<file path="src/rtl/spi_master_multi.sv">
// spi_master_multi: parametrised full-duplex SPI master.
// Configurable word width, clock divider, CPOL/CPHA per frame, several chip
// selects and programmable CS setup/hold/gap timing.
// Optional feature macro: SPI_LSB_FIRST_EN adds the lsb_first input
// (bit-order select, latched at start). Without it frames are MSB first.
module spi_master_multi #(
  parameter int DATA_W   = 16,
  parameter int HALF_DIV = 25,
  parameter int NUM_CS   = 4,
  parameter int GAP_CYC  = 8,
  localparam int CS_W    = (NUM_CS > 1) ? $clog2(NUM_CS) : 1
) (
  input  logic              sys_clk,
  input  logic              rst,
  input  logic              start,
  input  logic              cpol,
  input  logic              cpha,
  input  logic [CS_W-1:0]   cs_sel,
  input  logic [DATA_W-1:0] tx_data,
`ifdef SPI_LSB_FIRST_EN
  input  logic              lsb_first,
`endif
  output logic [DATA_W-1:0] rx_data,
  output logic              busy,
  output logic              done,
  output logic [NUM_CS-1:0] spi_csn,
  output logic              spi_clk,
  output logic              spi_mosi,
  input  logic              spi_miso
);

  // One counter serves both the half-period timer and the gap timer.
  localparam int CNT_MAX = (HALF_DIV > GAP_CYC) ? HALF_DIV : GAP_CYC;
  localparam int CNT_W   = $clog2(CNT_MAX + 1);
  localparam int BIT_W   = $clog2(DATA_W) + 1;

  localparam logic [CNT_W-1:0] HALF_RELOAD = CNT_W'(HALF_DIV - 1);
  localparam logic [CNT_W-1:0] GAP_RELOAD  = CNT_W'(GAP_CYC - 1);
  localparam logic [BIT_W-1:0] LAST_BIT    = BIT_W'(DATA_W - 1);

  typedef enum logic [2:0] {
    IDLE  = 3'd0,
    SETUP = 3'd1,
    XFER  = 3'd2,
    HOLD  = 3'd3,
    GAP   = 3'd4
  } state_t;

  state_t              state_reg,   state_next;
  logic [CNT_W-1:0]    cnt_reg,     cnt_next;
  logic [BIT_W-1:0]    bit_cnt_reg, bit_cnt_next;
  logic [DATA_W-1:0]   tx_sh_reg,   tx_sh_next;
  logic [DATA_W-1:0]   rx_sh_reg,   rx_sh_next;
  logic [DATA_W-1:0]   rx_data_reg, rx_data_next;
  logic                cpol_reg,    cpol_next;
  logic                cpha_reg,    cpha_next;
  logic                lsb_reg,     lsb_next;
  logic                clk_reg,     clk_next;
  logic                mosi_reg,    mosi_next;
  logic [NUM_CS-1:0]   csn_reg,     csn_next;
  logic                busy_reg,    busy_next;
  logic                done_reg,    done_next;

  logic                lsb_in;
  logic [NUM_CS-1:0]   csn_decode;

`ifdef SPI_LSB_FIRST_EN
  assign lsb_in = lsb_first;
`else
  assign lsb_in = 1'b0;
`endif

  // Active-low one-hot decode of the requested slave; an out-of-range index
  // matches no line, so the frame runs with every select deasserted.
  genvar gi;
  generate
    for (gi = 0; gi < NUM_CS; gi++) begin : g_cs_decode
      assign csn_decode[gi] = (cs_sel != CS_W'(gi));
    end
  endgenerate

  // Bit that goes out next from a transmit word, given the bit order.
  function automatic logic head_bit(input logic [DATA_W-1:0] w, input logic lsb);
    return lsb ? w[0] : w[DATA_W-1];
  endfunction

  // Transmit word with its head bit consumed.
  function automatic logic [DATA_W-1:0] drop_head(input logic [DATA_W-1:0] w, input logic lsb);
    return lsb ? {1'b0, w[DATA_W-1:1]} : {w[DATA_W-2:0], 1'b0};
  endfunction

  // Receive word with one more sampled bit appended in frame order.
  function automatic logic [DATA_W-1:0] push_bit(input logic [DATA_W-1:0] w, input logic lsb,
                                                  input logic b);
    return lsb ? {b, w[DATA_W-1:1]} : {w[DATA_W-2:0], b};
  endfunction

  // Next-state and next-output logic for the whole frame sequencer.
  always_comb begin
    state_next   = state_reg;
    cnt_next     = cnt_reg;
    bit_cnt_next = bit_cnt_reg;
    tx_sh_next   = tx_sh_reg;
    rx_sh_next   = rx_sh_reg;
    rx_data_next = rx_data_reg;
    cpol_next    = cpol_reg;
    cpha_next    = cpha_reg;
    lsb_next     = lsb_reg;
    clk_next     = clk_reg;
    mosi_next    = mosi_reg;
    csn_next     = csn_reg;
    busy_next    = busy_reg;
    done_next    = 1'b0;

    case (state_reg)
      IDLE: begin
        clk_next = cpol_reg;
        csn_next = '1;
        if (start) begin
          state_next   = SETUP;
          cnt_next     = HALF_RELOAD;
          bit_cnt_next = '0;
          cpol_next    = cpol;
          cpha_next    = cpha;
          lsb_next     = lsb_in;
          clk_next     = cpol;
          csn_next     = csn_decode;
          busy_next    = 1'b1;
          // CPHA=0 needs the first bit on the line before the first edge.
          if (!cpha) begin
            mosi_next  = head_bit(tx_data, lsb_in);
            tx_sh_next = drop_head(tx_data, lsb_in);
          end else begin
            tx_sh_next = tx_data;
          end
        end
      end

      SETUP: begin
        if (cnt_reg == '0) begin
          state_next = XFER;
          cnt_next   = HALF_RELOAD;
        end else begin
          cnt_next = cnt_reg - CNT_W'(1);
        end
      end

      XFER: begin
        if (cnt_reg == '0) begin
          cnt_next = HALF_RELOAD;
          clk_next = ~clk_reg;
          if (clk_reg == cpol_reg) begin
            // Leading edge.
            if (!cpha_reg) begin
              rx_sh_next = push_bit(rx_sh_reg, lsb_reg, spi_miso);
            end else begin
              mosi_next  = head_bit(tx_sh_reg, lsb_reg);
              tx_sh_next = drop_head(tx_sh_reg, lsb_reg);
            end
          end else begin
            // Trailing edge; it closes one bit.
            if (!cpha_reg) begin
              if (bit_cnt_reg != LAST_BIT) begin
                mosi_next  = head_bit(tx_sh_reg, lsb_reg);
                tx_sh_next = drop_head(tx_sh_reg, lsb_reg);
              end
            end else begin
              rx_sh_next = push_bit(rx_sh_reg, lsb_reg, spi_miso);
            end
            if (bit_cnt_reg == LAST_BIT) begin
              state_next = HOLD;
            end else begin
              bit_cnt_next = bit_cnt_reg + BIT_W'(1);
            end
          end
        end else begin
          cnt_next = cnt_reg - CNT_W'(1);
        end
      end

      HOLD: begin
        if (cnt_reg == '0) begin
          state_next = GAP;
          cnt_next   = GAP_RELOAD;
          csn_next   = '1;
          mosi_next  = 1'b0;
        end else begin
          cnt_next = cnt_reg - CNT_W'(1);
        end
      end

      GAP: begin
        if (cnt_reg == '0) begin
          state_next   = IDLE;
          rx_data_next = rx_sh_reg;
          done_next    = 1'b1;
          busy_next    = 1'b0;
        end else begin
          cnt_next = cnt_reg - CNT_W'(1);
        end
      end

      default: begin
        state_next = IDLE;
        csn_next   = '1;
        busy_next  = 1'b0;
      end
    endcase
  end

  // State and output registers; reset aborts any frame immediately.
  always_ff @(posedge sys_clk or posedge rst) begin
    if (rst) begin
      state_reg   <= IDLE;
      cnt_reg     <= '0;
      bit_cnt_reg <= '0;
      tx_sh_reg   <= '0;
      rx_sh_reg   <= '0;
      rx_data_reg <= '0;
      cpol_reg    <= 1'b0;
      cpha_reg    <= 1'b0;
      lsb_reg     <= 1'b0;
      clk_reg     <= 1'b0;
      mosi_reg    <= 1'b0;
      csn_reg     <= '1;
      busy_reg    <= 1'b0;
      done_reg    <= 1'b0;
    end else begin
      state_reg   <= state_next;
      cnt_reg     <= cnt_next;
      bit_cnt_reg <= bit_cnt_next;
      tx_sh_reg   <= tx_sh_next;
      rx_sh_reg   <= rx_sh_next;
      rx_data_reg <= rx_data_next;
      cpol_reg    <= cpol_next;
      cpha_reg    <= cpha_next;
      lsb_reg     <= lsb_next;
      clk_reg     <= clk_next;
      mosi_reg    <= mosi_next;
      csn_reg     <= csn_next;
      busy_reg    <= busy_next;
      done_reg    <= done_next;
    end
  end

  assign rx_data  = rx_data_reg;
  assign busy     = busy_reg;
  assign done     = done_reg;
  assign spi_csn  = csn_reg;
  assign spi_clk  = clk_reg;
  assign spi_mosi = mosi_reg;

endmodule

</file>
<file path="config.mk">
export PLATFORM = sky130hd
export DESIGN_NAME = spi_master_multi
export DESIGN_NICKNAME = d
export VERILOG_FILES = /design/src/rtl/spi_master_multi.sv
export SDC_FILE = /design/constraint.sdc
export NUM_CORES = 1
export LEC_CHECK = 0
export CAP_MARGIN = 20
export CORE_ASPECT_RATIO = 0.9
export CORE_MARGIN = 3
export CORE_UTILIZATION = 39
export CTS_CLUSTER_SIZE = 24
export DETAILED_ROUTE_END_ITERATION = 12
export GPL_ROUTABILITY_DRIVEN = 0
export HOLD_SLACK_MARGIN = 0.15
export SYNTH_ARGS = -nofsm -noshare
export SYNTH_HDL_FRONTEND = slang
export SYNTH_SLANG_ARGS = --single-unit
</file>
<file path="constraint.sdc">
create_clock -name sys_clk -period 3.87 [get_ports sys_clk]
set_input_delay 0.774 -clock sys_clk [delete_from_list [all_inputs] [get_ports sys_clk]]
set_output_delay 0.774 -clock sys_clk [all_outputs]
set_load 0.01 [all_outputs]
</file>
# == Word-level counts from Yosys, hierarchy flattened ==
# Index checks and enable logic that the tools add are counted.
# op_classes
add_sub_neg,2
n_eq_ne,24
n_mux,48
n_bitwise,3
n_reduce_logical,21
# ops
op,n
16-bit two-way mux,10
5-bit two-way mux,8
16-bit case mux with 2 select lines,1
"2-bit != test, second input constant",13
3-bit two-way mux,7
5-bit case mux with 4 select lines,1
3-bit case mux with 5 select lines,1
1-bit two-way mux,13
4-bit case mux with 3 select lines,1
5-bit case mux with 2 select lines,1
"3-bit != test, second input constant",3
4-bit two-way mux,2
2-bit AND reduction,4
8-bit AND reduction,1
7-bit AND reduction,1
"3-bit by 2-bit == test with 1-bit output, second input constant",2
1-bit case mux with 3 select lines,2
3-bit AND reduction,2
6-bit AND reduction,1
2-bit nonzero test,3
3-bit OR reduction,2
"5-bit by 1-bit adder with 5-bit output, second input constant",1
"5-bit by 4-bit == test with 1-bit output, second input constant",1
5-bit logical NOT,1
14 further kinds,16
# totals
regBits,71
input_bits,24
out_inout_bits,24
word_cells,111

# == Depth between registers and ports, before layout ==
# depth
word_depth,6
mapped_depth,8

# == Least setup slack after synthesis ==
# Ideal clock, no wire load.
# synth_timing
kind,in2reg
from,input port start
to,register bit_cnt_reg[2]
setup_time_ps,129
arrival_time_ps,2017
required_ps,3741
setup_slack_ps,1724
path_stages,5
path_buffers,1
path_cell_list,clkbuf_1 nor4b_1 a31oi_1 o21ai_0 o21ai_0
# synth_between
elab_chain_len,2
# synth_lines
item,line_no,rtl
start: declaration,15,"input logic start,"
2-bit != test (no line),--,
5-bit AND reduction (no line),--,
end signal: assignment,231,bit_cnt_reg <= bit_cnt_next;
end: declaration,51,"logic [BIT_W-1:0] bit_cnt_reg, bit_cnt_next;"
# No other way between the ends.
# A chain may end at the register's enable or synchronous reset.

# == Worst setup path in the final report ==
# layout_timing
from,register cnt_reg[0]
to,register tx_sh_reg[14]
# layout_between
elab_chain_len,3
# layout_lines
item,line_no,rtl
start: declaration,50,"logic [CNT_W-1:0] cnt_reg, cnt_next;"
start signal: assignment,230,cnt_reg <= cnt_next;
5-bit logical NOT,149,if (cnt_reg == '0) begin
2-bit != test (no line),--,
6-bit AND reduction (no line),--,
end signal: assignment,232,tx_sh_reg <= tx_sh_next;
end: declaration,52,"logic [DATA_W-1:0] tx_sh_reg, tx_sh_next;"
# No other way between the ends.

==> metrics.md <==
| Metric | Value |
|---|---|
| Final WL | `7110 µm` |
| Post-synth EDFFs | `0` |
| Pleak | `2.02 nW` |
| Synth warn | `0` |
| Placed cell count | `471` |
| Pwr Density | `329 nW/µm²` |
| Longest Clk Path Bufs | `2` |
| Die Y | `97.4 µm` |
| FMAX | `410 MHz` |
| Initial antenna violation count | `0` |
| # rows | `32` |
| Fin Hold WS | `495 ps` |
| FF/Latch Area | `1780 µm²` |
| Initial Util | `0.411` |
| Vias per cell | `5.17` |
| RSZ-0062 raised after global routing | `false` |
| P&R area growth vs syn | `22.0%` |
| First-pass GRT wire length | `~12000 µm` |
| Multi-input gate area | `roughly 1700 µm²` |
| Synth top cells by count | `dfrtp_1, mux2_2, nand2_1` |
| Outcome | `completed` |
| Syn Area/Cell | `approximately 11 µm²` |
| WS Path Type | `reg -> reg` |
| Total CTS buffers | `9` |
| Layout net count | `392` |
| Post_cts resized | `0` |
| Top cell type's share of synthesized area | `0.463` |
| Post-CTS setup buffer count | `0` |
| Syn Inst Count | `between 300 and 400` |
| Routed WL per cell | `14.6 µm` |
| Final worst path period share | `0.631` |
| Worst EP required | `about 4100 ps` |
| Tot GR Track Use | `0.144` |
| HP Class | `reg -> reg` |
| Vias in the first global route | `between 2k and 3k` |
| Max Cap Viol | `0` |
| Pre-CTS setup slack | `~1200 ps` |
| Max H-tree Level | `3` |
| Synth Flop Type | `dfrtp_1` |
| Non-Filler Instances | `487` |
| Core area | `8810 µm²` |
| Clock transition at path regs | `90 ps` |
| Largest net degree at the start of global routing | `44` |
| Top cells by area, synth | `dfrtp_1, mux2_2, mux2i_1` |
| # fillers | `803` |
| Root buffer cell | `clkbuf_8` |
| Count leader, synth | `dfrtp_1` |
| Syn_nets | `346` |
| Crit path max fanout | `16` |
| Clock Skew | `~10 ps` |
| I/O Buffers | `47` |
| Hold-fix buffers at CTS | `0` |
| CTS sink cnt | `71` |
| DRC viols | `0` |
| Die ar. | `10500 µm²` |
| Slew @ Worst Pin | `998 ps` |
| Final setup viols | `0` |
| Slew Limit Headroom | `0.333` |
| Pwr Total | `1.45 mW` |
| Maximum vdd drop | `0.000200 V` |
| Yosys top cell by area | `dfrtp_1` |
| Ys async rst share | `1.00` |
| I/O pin count | `48` |
| Crit path capture type | `flip-flop` |
| Minimum clock period | `2440 ps` |
| DR pass1 iterations | `6` |
| Chip Width | `around 110 µm` |
| Total grt overflow | `0` |
| Crit path DAT | `about 2700 ps` |
| Clock latency at the later pin of the worst-skew pair | `350 ps` |
| Sequential area share after synthesis | `0.492` |
| Hold Vio Cnt, Final | `0` |
| Diode count | `0` |
| CTS tree | `built` |
| Fin. max-slew vios | `0` |
| Via count | `roughly 2.5k` |
| Initial DRC count | `89` |
| Netlist cell types | `51` |
| Mapped Area | `between 3000 and 4000 µm²` |
| Final worst slack | `1430 ps` |
| ANT nets after route | `0` |
| HPWL reported at the end of detailed placement | `4720 µm` |
| Share of layout cells above drive strength 1 | `0.228` |
| Critical Path Start Type | `flip-flop` |
| #FFs+latches synth | `71` |
| Setup TNS | `0 ps` |
-- critical path: stages, from the launching register on --
cell,delay [ps]
dfrtp_1,450
inv_1,120
ha_1,250
nor4b_4,490
nand4_1,200
a21boi_2,190
buf_4,250
mux2_2,360
-- through the flow --
step | util | instance area (µm²)
3_5_place_dp | 0.478 | 4210
6_report | 0.501 | 4410
4_1_cts | 0.501 | 4410
2_1_floorplan | - | 3620
5_1_grt | 0.501 | 4410
3_3_place_gp | 0.478 | 4210
-- per-layer routing --
layer	routed length (µm)	up-vias	global-route usage
met2	3440	43	0.234
met5	0	-	0
li1	-	1229	-
met4	44	0	0.0320
met1	3340	1241	0.188
met3	292	4	0.0452
-- layout make-up --
| class | instances | area share |
|---|---|---|
| inverter | 13 | 0.0111 |
| clock buffer | 9 | 0.0281 |
| tap | 119 | 0.0337 |
| timing repair buffer | 55 | 0.123 |
| clock inverter | 7 | 0.0181 |
| sequential | 71 | 0.404 |
| multi-input combinational | 213 | 0.382 |
-- path summary, 6_finish.rpt --
check / slack [ps] / startpoint / cells after the start / endpoint
min reg2reg: 490 / bit_cnt_reg[4] / 1 / bit_cnt_reg[4]
max in group asynchronous: 2320 / rst / 3 / spi_csn[0]
max: 1430 / cnt_reg[0] / 7 / tx_sh_reg[14]
min in group asynchronous: 840 / rst / 2 / cpha_reg
max reg2reg: 1430 / cnt_reg[0] / 7 / tx_sh_reg[14]
min: 490 / bit_cnt_reg[4] / 1 / bit_cnt_reg[4]
-- report_power, final --
part / internal [mW] / leakage [nW] / switching (mW)
combinational: 0.0414 / 0.992 / 0.0399
clock: 0.307 / 0.102 / 0.311
sequential: 0.748 / 0.931 / 0.00415
-- layout by cell type, fill, tap and decap left out, types with 2 or more instances in the layout --
cell type | Yosys | routed
nand3_1 | 5 | 5
nor2_1 | 12 | 12
o21a_1 | 3 | 3
mux2_1 | 2 | 2
ha_1 | 5 | 5
inv_6 | 0 | 2
o21ai_0 | 22 | 22
a31oi_1 | 2 | 2
buf_4 | 0 | 7
a21o_1 | 2 | 2
clkdlybuf4s50_1 | 0 | 47
o31ai_1 | 3 | 3
and3_1 | 3 | 3
nand4_1 | 3 | 3
mux2_4 | 10 | 10
inv_1 | 13 | 12
nand2b_1 | 4 | 4
nor4b_1 | 2 | 2
a22oi_1 | 2 | 2
nor2b_1 | 2 | 2
o22ai_1 | 3 | 3
dfstp_2 | 4 | 4
mux2i_1 | 20 | 20
a21oi_1 | 11 | 11
xor2_1 | 3 | 3
clkbuf_8 | 0 | 9
nand2_1 | 29 | 29
nor3_1 | 5 | 5
mux2_2 | 38 | 38
dfrtp_1 | 67 | 67
o221ai_1 | 2 | 2
o32a_1 | 2 | 2
-- cells by family (layout without fill, tap and decap cells) --
logic type	Yosys count	after routing	share of synthesized area
and+or+nand+nor	74	74	0.110
DFF	71	71	0.492
buffers and inverters	33	84	0.0425
adders and majority gates	5	5	0.0173
AOI/OAI and AO/OA	61	61	0.109
muxes	70	70	0.221
xor gates and xnor gates	3	3	0.00726
Power figures use the tool's default switching activity.
